$ cat config.mk
export PLATFORM = sky130hd
export DESIGN_NAME = imm_gen_stage
export DESIGN_NICKNAME = d
export VERILOG_FILES = /design/src/rtl/imm_gen_stage.sv
export SDC_FILE = /design/constraint.sdc
export NUM_CORES = 1
export LEC_CHECK = 0
export ABC_AREA = 1
export CORE_ASPECT_RATIO = 1.25
export CORE_MARGIN = 10
export CORE_UTILIZATION = 55
export DETAILED_ROUTE_END_ITERATION = 12
export GPL_TIMING_DRIVEN = 0
export PLACE_DENSITY_LB_ADDON = 0.05
export SLEW_MARGIN = 10
export SYNTH_ARGS = -nofsm -noshare
export SYNTH_HDL_FRONTEND = slang
export SYNTH_SLANG_ARGS = --single-unit
$ cat constraint.sdc
create_clock -name clk -period 2.99 [get_ports clk]
set_input_delay 0.299 -clock clk [delete_from_list [all_inputs] [get_ports clk]]
set_output_delay 0.299 -clock clk [all_outputs]
set_load 0.01 [all_outputs]
$ cat src/rtl/imm_gen_stage.sv
// RV32/RV64 immediate-generation stage: decodes format/immediate at push into a small FIFO.
// Latency: 1 cycle push to out_valid; no combinational path from inputs to head outputs.
// Backpressure: in_ready drops when DEPTH entries are held, even if out_ready is high.
module imm_gen_stage #(
    parameter int XLEN  = 32,
    parameter int DEPTH = 2
) (
    input  logic                     clk,
    input  logic                     rst_n,
    input  logic                     flush,
    input  logic                     in_valid,
    output logic                     in_ready,
    input  logic [31:0]              in_instr,
    output logic                     out_valid,
    input  logic                     out_ready,
    output logic [31:0]              out_instr,
    output logic [XLEN-1:0]          out_imm,
    output logic [2:0]               out_fmt,
    output logic                     out_illegal,
    output logic [$clog2(DEPTH):0]   count
);

    localparam int AW = $clog2(DEPTH);
    localparam logic [AW:0] FULL = (AW+1)'(DEPTH);

    localparam logic [2:0] FMT_R   = 3'd0;
    localparam logic [2:0] FMT_I   = 3'd1;
    localparam logic [2:0] FMT_S   = 3'd2;
    localparam logic [2:0] FMT_B   = 3'd3;
    localparam logic [2:0] FMT_U   = 3'd4;
    localparam logic [2:0] FMT_J   = 3'd5;
    localparam logic [2:0] FMT_INV = 3'd7;

    logic [31:0]     r_mem_instr [DEPTH];
    logic [XLEN-1:0] r_mem_imm   [DEPTH];
    logic [2:0]      r_mem_fmt   [DEPTH];
    logic            r_mem_ill   [DEPTH];
    logic [AW-1:0]   r_wr_ptr;
    logic [AW-1:0]   r_rd_ptr;
    logic [AW:0]     r_count;

    logic [2:0]      w_fmt;
    logic [31:0]     w_imm32;
    logic [XLEN-1:0] w_imm;
    logic            w_ill;
    logic            w_push;
    logic            w_pop;

    always_comb begin
        w_fmt   = FMT_INV;
        w_imm32 = '0;
        w_ill   = 1'b1;
        if (in_instr[1:0] == 2'b11) begin
            case (in_instr[6:0])
                7'b0110011: begin w_fmt = FMT_R; w_ill = 1'b0; end
                7'b0000011, 7'b0010011, 7'b1100111, 7'b1110011: begin
                    w_fmt = FMT_I; w_ill = 1'b0;
                end
                7'b0100011: begin w_fmt = FMT_S; w_ill = 1'b0; end
                7'b1100011: begin w_fmt = FMT_B; w_ill = 1'b0; end
                7'b0110111, 7'b0010111: begin w_fmt = FMT_U; w_ill = 1'b0; end
                7'b1101111: begin w_fmt = FMT_J; w_ill = 1'b0; end
                // OP-IMM-32 / OP-32 exist only on RV64
                7'b0011011: if (XLEN == 64) begin w_fmt = FMT_I; w_ill = 1'b0; end
                7'b0111011: if (XLEN == 64) begin w_fmt = FMT_R; w_ill = 1'b0; end
                default: ;
            endcase
        end
        case (w_fmt)
            FMT_I: w_imm32 = {{20{in_instr[31]}}, in_instr[31:20]};
            FMT_S: w_imm32 = {{20{in_instr[31]}}, in_instr[31:25], in_instr[11:7]};
            FMT_B: w_imm32 = {{19{in_instr[31]}}, in_instr[31], in_instr[7],
                              in_instr[30:25], in_instr[11:8], 1'b0};
            FMT_U: w_imm32 = {in_instr[31:12], 12'b0};
            FMT_J: w_imm32 = {{11{in_instr[31]}}, in_instr[31], in_instr[19:12],
                              in_instr[20], in_instr[30:21], 1'b0};
            default: w_imm32 = '0;
        endcase
    end

    assign w_imm    = XLEN'($signed(w_imm32));
    assign in_ready = (r_count < FULL);
    assign out_valid = (r_count != '0);
    assign w_push   = in_valid && in_ready && !flush;
    assign w_pop    = out_valid && out_ready && !flush;

    always_ff @(posedge clk or negedge rst_n) begin
        if (!rst_n) begin
            r_wr_ptr <= '0;
            r_rd_ptr <= '0;
            r_count  <= '0;
            for (int k = 0; k < DEPTH; k++) begin
                r_mem_instr[k] <= '0;
                r_mem_imm[k]   <= '0;
                r_mem_fmt[k]   <= '0;
                r_mem_ill[k]   <= 1'b0;
            end
        end else if (flush) begin
            r_wr_ptr <= '0;
            r_rd_ptr <= '0;
            r_count  <= '0;
        end else begin
            if (w_push) begin
                r_mem_instr[r_wr_ptr] <= in_instr;
                r_mem_imm[r_wr_ptr]   <= w_imm;
                r_mem_fmt[r_wr_ptr]   <= w_fmt;
                r_mem_ill[r_wr_ptr]   <= w_ill;
                r_wr_ptr              <= r_wr_ptr + 1'b1;
            end
            if (w_pop) begin
                r_rd_ptr <= r_rd_ptr + 1'b1;
            end
            case ({w_push, w_pop})
                2'b10:   r_count <= r_count + 1'b1;
                2'b01:   r_count <= r_count - 1'b1;
                default: r_count <= r_count;
            endcase
        end
    end

    assign out_instr   = r_mem_instr[r_rd_ptr];
    assign out_imm     = r_mem_imm[r_rd_ptr];
    assign out_fmt     = r_mem_fmt[r_rd_ptr];
    assign out_illegal = r_mem_ill[r_rd_ptr];
    assign count       = r_count;

endmodule

==> out/metrics.cfg, run 1 <==
[status]
outcome=completed

[route]
vias_per_cell=5.21
wl_mm=20.9
antenna_left=0
vias=6849
drc=0
drt_first_iter_violations=511
routedWlPerCell_um=15.9
drt_first_pass_iters=5

[cts]
clock_latency_ns=0.43
cts_tree=done
post_cts.repair.setup_buffers=0
clock-sinks=140
cts_buffer_depth=2
clkTransAtPathRegs_ns=0.06
htreeDepth=4
ctsRootBufferMaster=clkbuf_16
cts_buffers=17

[sta]
relSlewSlack_pct=54.0
fin_skew_ns=0.00508
finalHoldViolCount=0
finalCritPeriodShare_pct=96.5
slew_violations=0
fin_crit_ns=2.88
worst_pin_slew_ns=0.689
max_freq_mhz=347
report.final.setup_viol=0
rsz0062_at_grt=no

[logic_synthesis]
synth.distinct_cells=23
synth-seq-cells=140
ys_seq_area_share_pct=49.5
syn_area_mm2=0.00708
synth_fp_nets=1043
syn_avg_cell_area_um2=7.04
netlist_instances=1006
yosysWarnings=0

[setup_path]
critPathMaxFanout=10
required_ns=2.69
r2r_slack_ns=1.14
start_kind=register
critPathArrivalTime_ns=2.59
rr_endpoint=r_mem_imm[25]$_DFFE_PN0P_
cp_cell_sequence=inv_2 > buf_2 > clkbuf_2 > nand2_1 > o21ai_0 > clkdlybuf4s50_1
crit_path_end_kind=primary output
critPathSlowestCell=clkdlybuf4s50_1
path_class=reg2out
path_buf_inv=4
r2r_cells=7
reg2reg_from=count[1]$_DFFE_PN0P_
critical-path-top-delay-family=buffers and inverters
slowest_delay_ns=0.59

[power_and_ir_drop]
total_leakage_power_nw=4.92
irDropWorstVdd_mv=0.558
p_per_area_mw_per_mm2=821
p_total_w=0.00743

[placed_design]
io_buffers=108
gp_congestion=0.935
dp_hpwl_mm=14.7
dp_cells=1283
placed_area_mm2=0.00840

[die]
fp.dieW_um=121
start_util_pct=55.9
pin_count=109
die_y_um=147
rows=46
die_area_mm2=0.0178
fp.coreArea_mm2=0.0127

[global_route]
antenna_found_initial=0
met3_usage_pct=5.67
grt_pass1_wl_mm=34.1
grt_start_max_net_pins=75
grtUsageMet2_pct=40.5
grt_pass1_vias=6849
grt_use_met1_pct=28.5
grt-ovfl-total=0
grtUsageTotal_pct=23.9
top_usage_layer=met2

[finish]
utilization_pct=71.5
fin_cells=1315
fillCellCount=1088
drive_gt1_share_pct=7.24
mostFrequentLayoutCell=nand2_1
syn_to_final_growth_pct=27.8
final_cell_mix=542 x nand2_1, 140 x dfrtp_1, 107 x clkdlybuf4s50_1
stdcell_area_mm2=0.00905
final_nets=1171
num_antenna_cells=0

[min_path]
worstHoldPathType=in2async

[job]
drv_cap=0

-- per-layer routing --
layer	up-vias	share of wire [%]	wire, um
met5	-	0	0
met4	0	2.4	496
met3	41	7.0	1460
met2	233	51	10500
met1	3233	40	8360
li1	3342	-	-
-- sequential cells by signal, indices dropped and copies added, names as in the netlist --
signal / cells
count: 2
r_wr_ptr: 1
r_mem_instr: 64
r_mem_fmt: 6
r_mem_ill: 2
r_mem_imm: 64
r_rd_ptr: 1
-- Yosys cell counts (all sizes together) --
master  instances  area [um^2]
nor2           52          238
o21ai          90          454
nand3          53          270
a21oi           1         5.00
nand2         546         2060
buf            27          169
clkbuf         29          109
nand4           1         6.26
inv            65          244
dfrtp         140         3500
xor2            1         8.76
o21bai          1         7.51
-- logic make-up (layout without fill, tap and decap cells) --
logic type | after synthesis | count (layout) | synth area share (%)
xor+xnor | 1 | 1 | 0.124
flops | 140 | 140 | 49.5
buf+inv | 121 | 262 | 7.37
simple gates | 652 | 652 | 36.4
compound gates | 92 | 92 | 6.59
-- layout make-up --
cell class / instances / area [um^2] / share of cell area, %
multi-input combinational: 745 / 3050 / 33.8
sequential: 140 / 3500 / 38.7
tap: 168 / 210 / 2.32
timing repair buffer: 110 / 1120 / 12.4
buffer: 55 / 285 / 3.15
clock buffer: 19 / 443 / 4.90
clock inverter: 13 / 188 / 2.07
inverter: 65 / 244 / 2.70
-- timing repair --
item                                   CTS  global route
endpoints found under the hold margin   66             0
resized for setup                        4             8
setup endpoints to repair               54            19
hold buffers                             1             0
-- metrics by stage --
step	setup TNS [ns]	worst slack (ns)	hold WS (ns)
finish	0	0.105	0.420
floorplan	0	1.41	0.00341
global placement	-558.98	-4.00	0.454
global route	0	0.0461	0.479
CTS	0	0.0608	0.449
detailed placement	0	0.281	0.332
-- worst max path at each step --
stage	startpoint	endpoint	slack, ns	cells past startpoint
finish	r_rd_ptr$_DFFE_PN0P_	out_instr[28]	0.11	6
global route	r_rd_ptr$_DFFE_PN0P_	out_instr[18]	0.05	6
CTS	r_rd_ptr$_DFFE_PN0P_	out_instr[11]	0.06	6
detailed placement	r_rd_ptr$_DFFE_PN0P_	out_instr[18]	0.28	7
global placement	rst_n	r_mem_imm[47]$_DFFE_PN0P_	-4.00	1
floorplan	r_rd_ptr$_DFFE_PN0P_	out_instr[30]	1.41	5
-- where the power goes --
| part | switching (W) | total (W) | internal (W) | leakage, nW |
|---|---|---|---|---|
| clock | 0.000845 | 0.00227 | 0.00142 | 0.300 |
| combinational | 0.00134 | 0.00241 | 0.00107 | 2.81 |
| sequential | 0.000283 | 0.00275 | 0.00247 | 1.81 |
Note: power is estimated with default switching activity, not from simulation.
==> inputs of run 2 (changes only) <==
--- a/config.mk
+++ b/config.mk
@@ -9,8 +9,11 @@
 export CORE_ASPECT_RATIO = 1.25
 export CORE_MARGIN = 10
 export CORE_UTILIZATION = 55
+export CTS_BUF_LIST = sky130_fd_sc_hd__clkbuf_8
 export DETAILED_ROUTE_END_ITERATION = 12
+export DONT_BUFFER_PORTS = 1
 export GPL_TIMING_DRIVEN = 0
+export HOLD_SLACK_MARGIN = 0.1
 export PLACE_DENSITY_LB_ADDON = 0.05
 export SLEW_MARGIN = 10
 export SYNTH_ARGS = -nofsm -noshare
==> out/metrics.cfg, run 2 (synthesized netlist as in run 1, its figures left out) <==
[setup_path]
r2r_cells=7  ; unchanged
crit_path_end_kind=primary output  ; unchanged
path_class=reg2out  ; unchanged
start_kind=register  ; unchanged
path_common_cell=clkbuf_1
slowest_delay_ns=0.53  ; was 0.59 ns
critPathSlowestCell=clkbuf_1  ; was clkdlybuf4s50_1
critPathArrivalTime_ns=2.45  ; was 2.59 ns
path_buf_inv=4  ; unchanged
path_depth=6  ; unchanged
cp_cell_sequence=clkbuf_1 > inv_2 > buf_2 > clkbuf_1 > nand2_1 > o21ai_0  ; was inv_2 > buf_2 > clkbuf_2 > nand2_1 > o21ai_0 > clkdlybuf4s50_1
critPathMaxFanout=10  ; unchanged
required_ns=2.69  ; about the same
critical-path-top-delay-family=buffers and inverters  ; unchanged

[route]
antenna_left=0  ; unchanged
wl_mm=20.9  ; about the same
drt_first_iter_violations=501  ; was 511
drc=0  ; unchanged
drt_first_pass_iters=5  ; unchanged
vias=6536  ; was 6849
vias_per_cell=5.27  ; was 5.21
routedWlPerCell_um=16.8  ; was 15.9 um

[cts]
cts_buffers=17  ; unchanged
htreeDepth=4  ; unchanged
post_cts.repair.setup_buffers=0  ; unchanged
cts_buffer_depth=2  ; unchanged
ctsRootBufferMaster=clkbuf_8  ; was clkbuf_16
clock_latency_ns=0.46  ; was 0.43 ns
post_cts_resized=0  ; was 4
clock-sinks=140  ; unchanged
hold_buffers=34  ; was 1
clkTransAtPathRegs_ns=0.08  ; was 0.06 ns
cts_tree=done  ; unchanged

[sta]
fin_skew_ns=0.00824  ; was 0.00508 ns
max_freq_mhz=364  ; was 347 MHz
finalCritPeriodShare_pct=92.0  ; was 96.5%
finalHoldViolCount=140  ; was 0
slew_violations=0  ; unchanged
tns_ns=0  ; unchanged
worst_pin_slew_ns=0.725  ; was 0.689 ns
report.final.setup_viol=0  ; unchanged
fin_crit_ns=2.75  ; was 2.88 ns
relSlewSlack_pct=51.7  ; was 54.0%
hold_ws_ns=-0.475  ; was 0.420 ns
rsz0062_at_grt=no  ; unchanged

[finish]
stdcell_area_mm2=0.00799  ; was 0.00905 mm^2
fillCellCount=1203  ; was 1088
final_nets=1096  ; was 1171
reg.largest.list=r_mem_imm x64, r_mem_instr x64, r_mem_fmt x6  ; unchanged
drive_gt1_share_pct=6.72  ; was 7.24%
syn_to_final_growth_pct=12.9  ; was 27.8%
num_antenna_cells=0  ; unchanged
mostFrequentLayoutCell=nand2_1  ; unchanged
final_cell_mix=542 x nand2_1, 140 x dfrtp_1, 88 x o21ai_0  ; was 542 x nand2_1, 140 x dfrtp_1, 107 x clkdlybuf4s50_1

[power_and_ir_drop]
pwr-share-comb_pct=28.7  ; was 32.4%
p_seq_share_pct=46.6  ; was 37.1%
switching_share_pct=37.9  ; was 33.2%
clock_power_share_pct=24.7  ; was 30.5%
p_per_area_mw_per_mm2=733  ; was 821 mW/mm^2
irDropWorstVdd_mv=0.452  ; was 0.558 mV
p_int_w=0.00364  ; was 0.00496 W
total_leakage_power_nw=4.52  ; was 4.92 nW
power.switching_w=0.00222  ; was 0.00247 W

[die]
pin_count=109  ; unchanged
die_area_mm2=0.0178  ; unchanged
rows=46  ; unchanged
die_y_um=147  ; unchanged
fp.dieW_um=121  ; unchanged
fp.coreArea_mm2=0.0127  ; unchanged
start_util_pct=55.9  ; unchanged

[global_route]
grt_start_max_net_pins=141  ; was 75
grtUsageTotal_pct=24.0  ; was 23.9%
grt_pass1_wl_mm=33.9  ; was 34.1 mm
grt-ovfl-total=0  ; unchanged
antenna_found_initial=0  ; unchanged
grt_pass1_vias=6485  ; was 6849

[placed_design]
gp_congestion=0.927  ; was 0.935
dp_hpwl_mm=14.5  ; was 14.7 mm
io_buffers=0  ; was 108
placed_area_mm2=0.00729  ; was 0.00840 mm^2

[status]
outcome=complete, but fails checks  ; was completed
failed_checks=negative hold slack

[job]
drv_cap=0  ; unchanged

[min_path]
worstHoldPathType=in2async  ; unchanged

## run 2: cell types whose count changed in the layout (fill, tap and decap cells not counted), moves of 2 or more
cell / change
dlygate4sd3_1: +33
clkdlybuf4s50_1: -107
inv_6: -2
clkinv_2: +2
clkbuf_8: +18
bufinv_16: -3
clkbuf_16: -17
clkbuf_2: -6
inv_1: +3
clkbuf_1: +7
## run 2: per-stage QoR
stage | util, % | total power [W] | setup WS [ns] | instances
detailed placement | 57.6 | 0.00441 | 0.761 | 1174
floorplan | - | 0.00393 | 1.41 | 1006
global placement | 57.6 | 0.00435 | 0.773 | 1174
CTS | 63.1 | 0.00589 | 0.265 | 1240
finish | 63.1 | 0.00586 | 0.240 | 1240
global route | 63.1 | 0.00626 | 0.128 | 1240
## run 2: per-layer routing
metal	global-route usage, %	vias up	part of all wire, %
li1	-	3181	-
met1	29.5	3107	41
met2	39.0	203	49
met3	6.56	45	7.2
met4	9.32	0	2.9
met5	0	-	0
## run 2: final timing paths
path	startpoint	endpoint	slack [ns]
setup / recovery	r_rd_ptr$_DFFE_PN0P_	out_instr[30]	0.24
hold / removal	rst_n	r_mem_imm[42]$_DFFE_PN0P_	-0.47
setup reg to reg	count[1]$_DFFE_PN0P_	r_mem_imm[25]$_DFFE_PN0P_	1.09
hold reg to reg	r_mem_instr[33]$_DFFE_PN0P_	r_mem_instr[33]$_DFFE_PN0P_	0.47
max in group asynchronous	rst_n	r_mem_instr[39]$_DFFE_PN0P_	3.20
min in group clk	in_instr[28]	r_mem_imm[8]$_DFFE_PN0P_	0.10
## run 2: worst reg2reg max path, cell delays in order (launching register included)
cell and delay, ns:
dfrtp_1 0.47, nor2_2 0.20, nand2_2 0.11, nor2_4 0.29, buf_2 0.33, buf_2 0.29
nand2_1 0.09, nand2_1 0.06
## run 2: power by group through the flow
| stage | clock, W | combinational, W | sequential (W) |
|---|---|---|---|
| after floorplan | 0 | 0.00123 | 0.00269 |
| after global placement | 0 | 0.00161 | 0.00274 |
| after detailed placement | 0 | 0.00165 | 0.00276 |
| after CTS | 0.00146 | 0.00170 | 0.00273 |
| after global routing | 0.00153 | 0.00194 | 0.00279 |
| final | 0.00145 | 0.00168 | 0.00273 |
## run 2: cell type report
type / instances / area [um^2] / area share [%]
Buffer: 56 / 278 / 3.47
Clock buffer: 19 / 262 / 3.27
Clock inverter: 13 / 103 / 1.28
Inverter: 65 / 244 / 3.05
Multi-Input combinational cell: 745 / 3050 / 38.2
Sequential cell: 140 / 3500 / 43.8
Tap cell: 168 / 210 / 2.63
Timing Repair Buffer: 34 / 340 / 4.26
==> inputs of run 3 (changes only) <==
--- a/config.mk
+++ b/config.mk
@@ -15,7 +15,7 @@
 export GPL_TIMING_DRIVEN = 0
 export HOLD_SLACK_MARGIN = 0.1
 export PLACE_DENSITY_LB_ADDON = 0.05
-export SLEW_MARGIN = 10
+export SLEW_MARGIN = 25
 export SYNTH_ARGS = -nofsm -noshare
 export SYNTH_HDL_FRONTEND = slang
 export SYNTH_SLANG_ARGS = --single-unit
==> results of run 3 <==
Same layout as run 2: the final DEF is identical, and so are final timing and power.
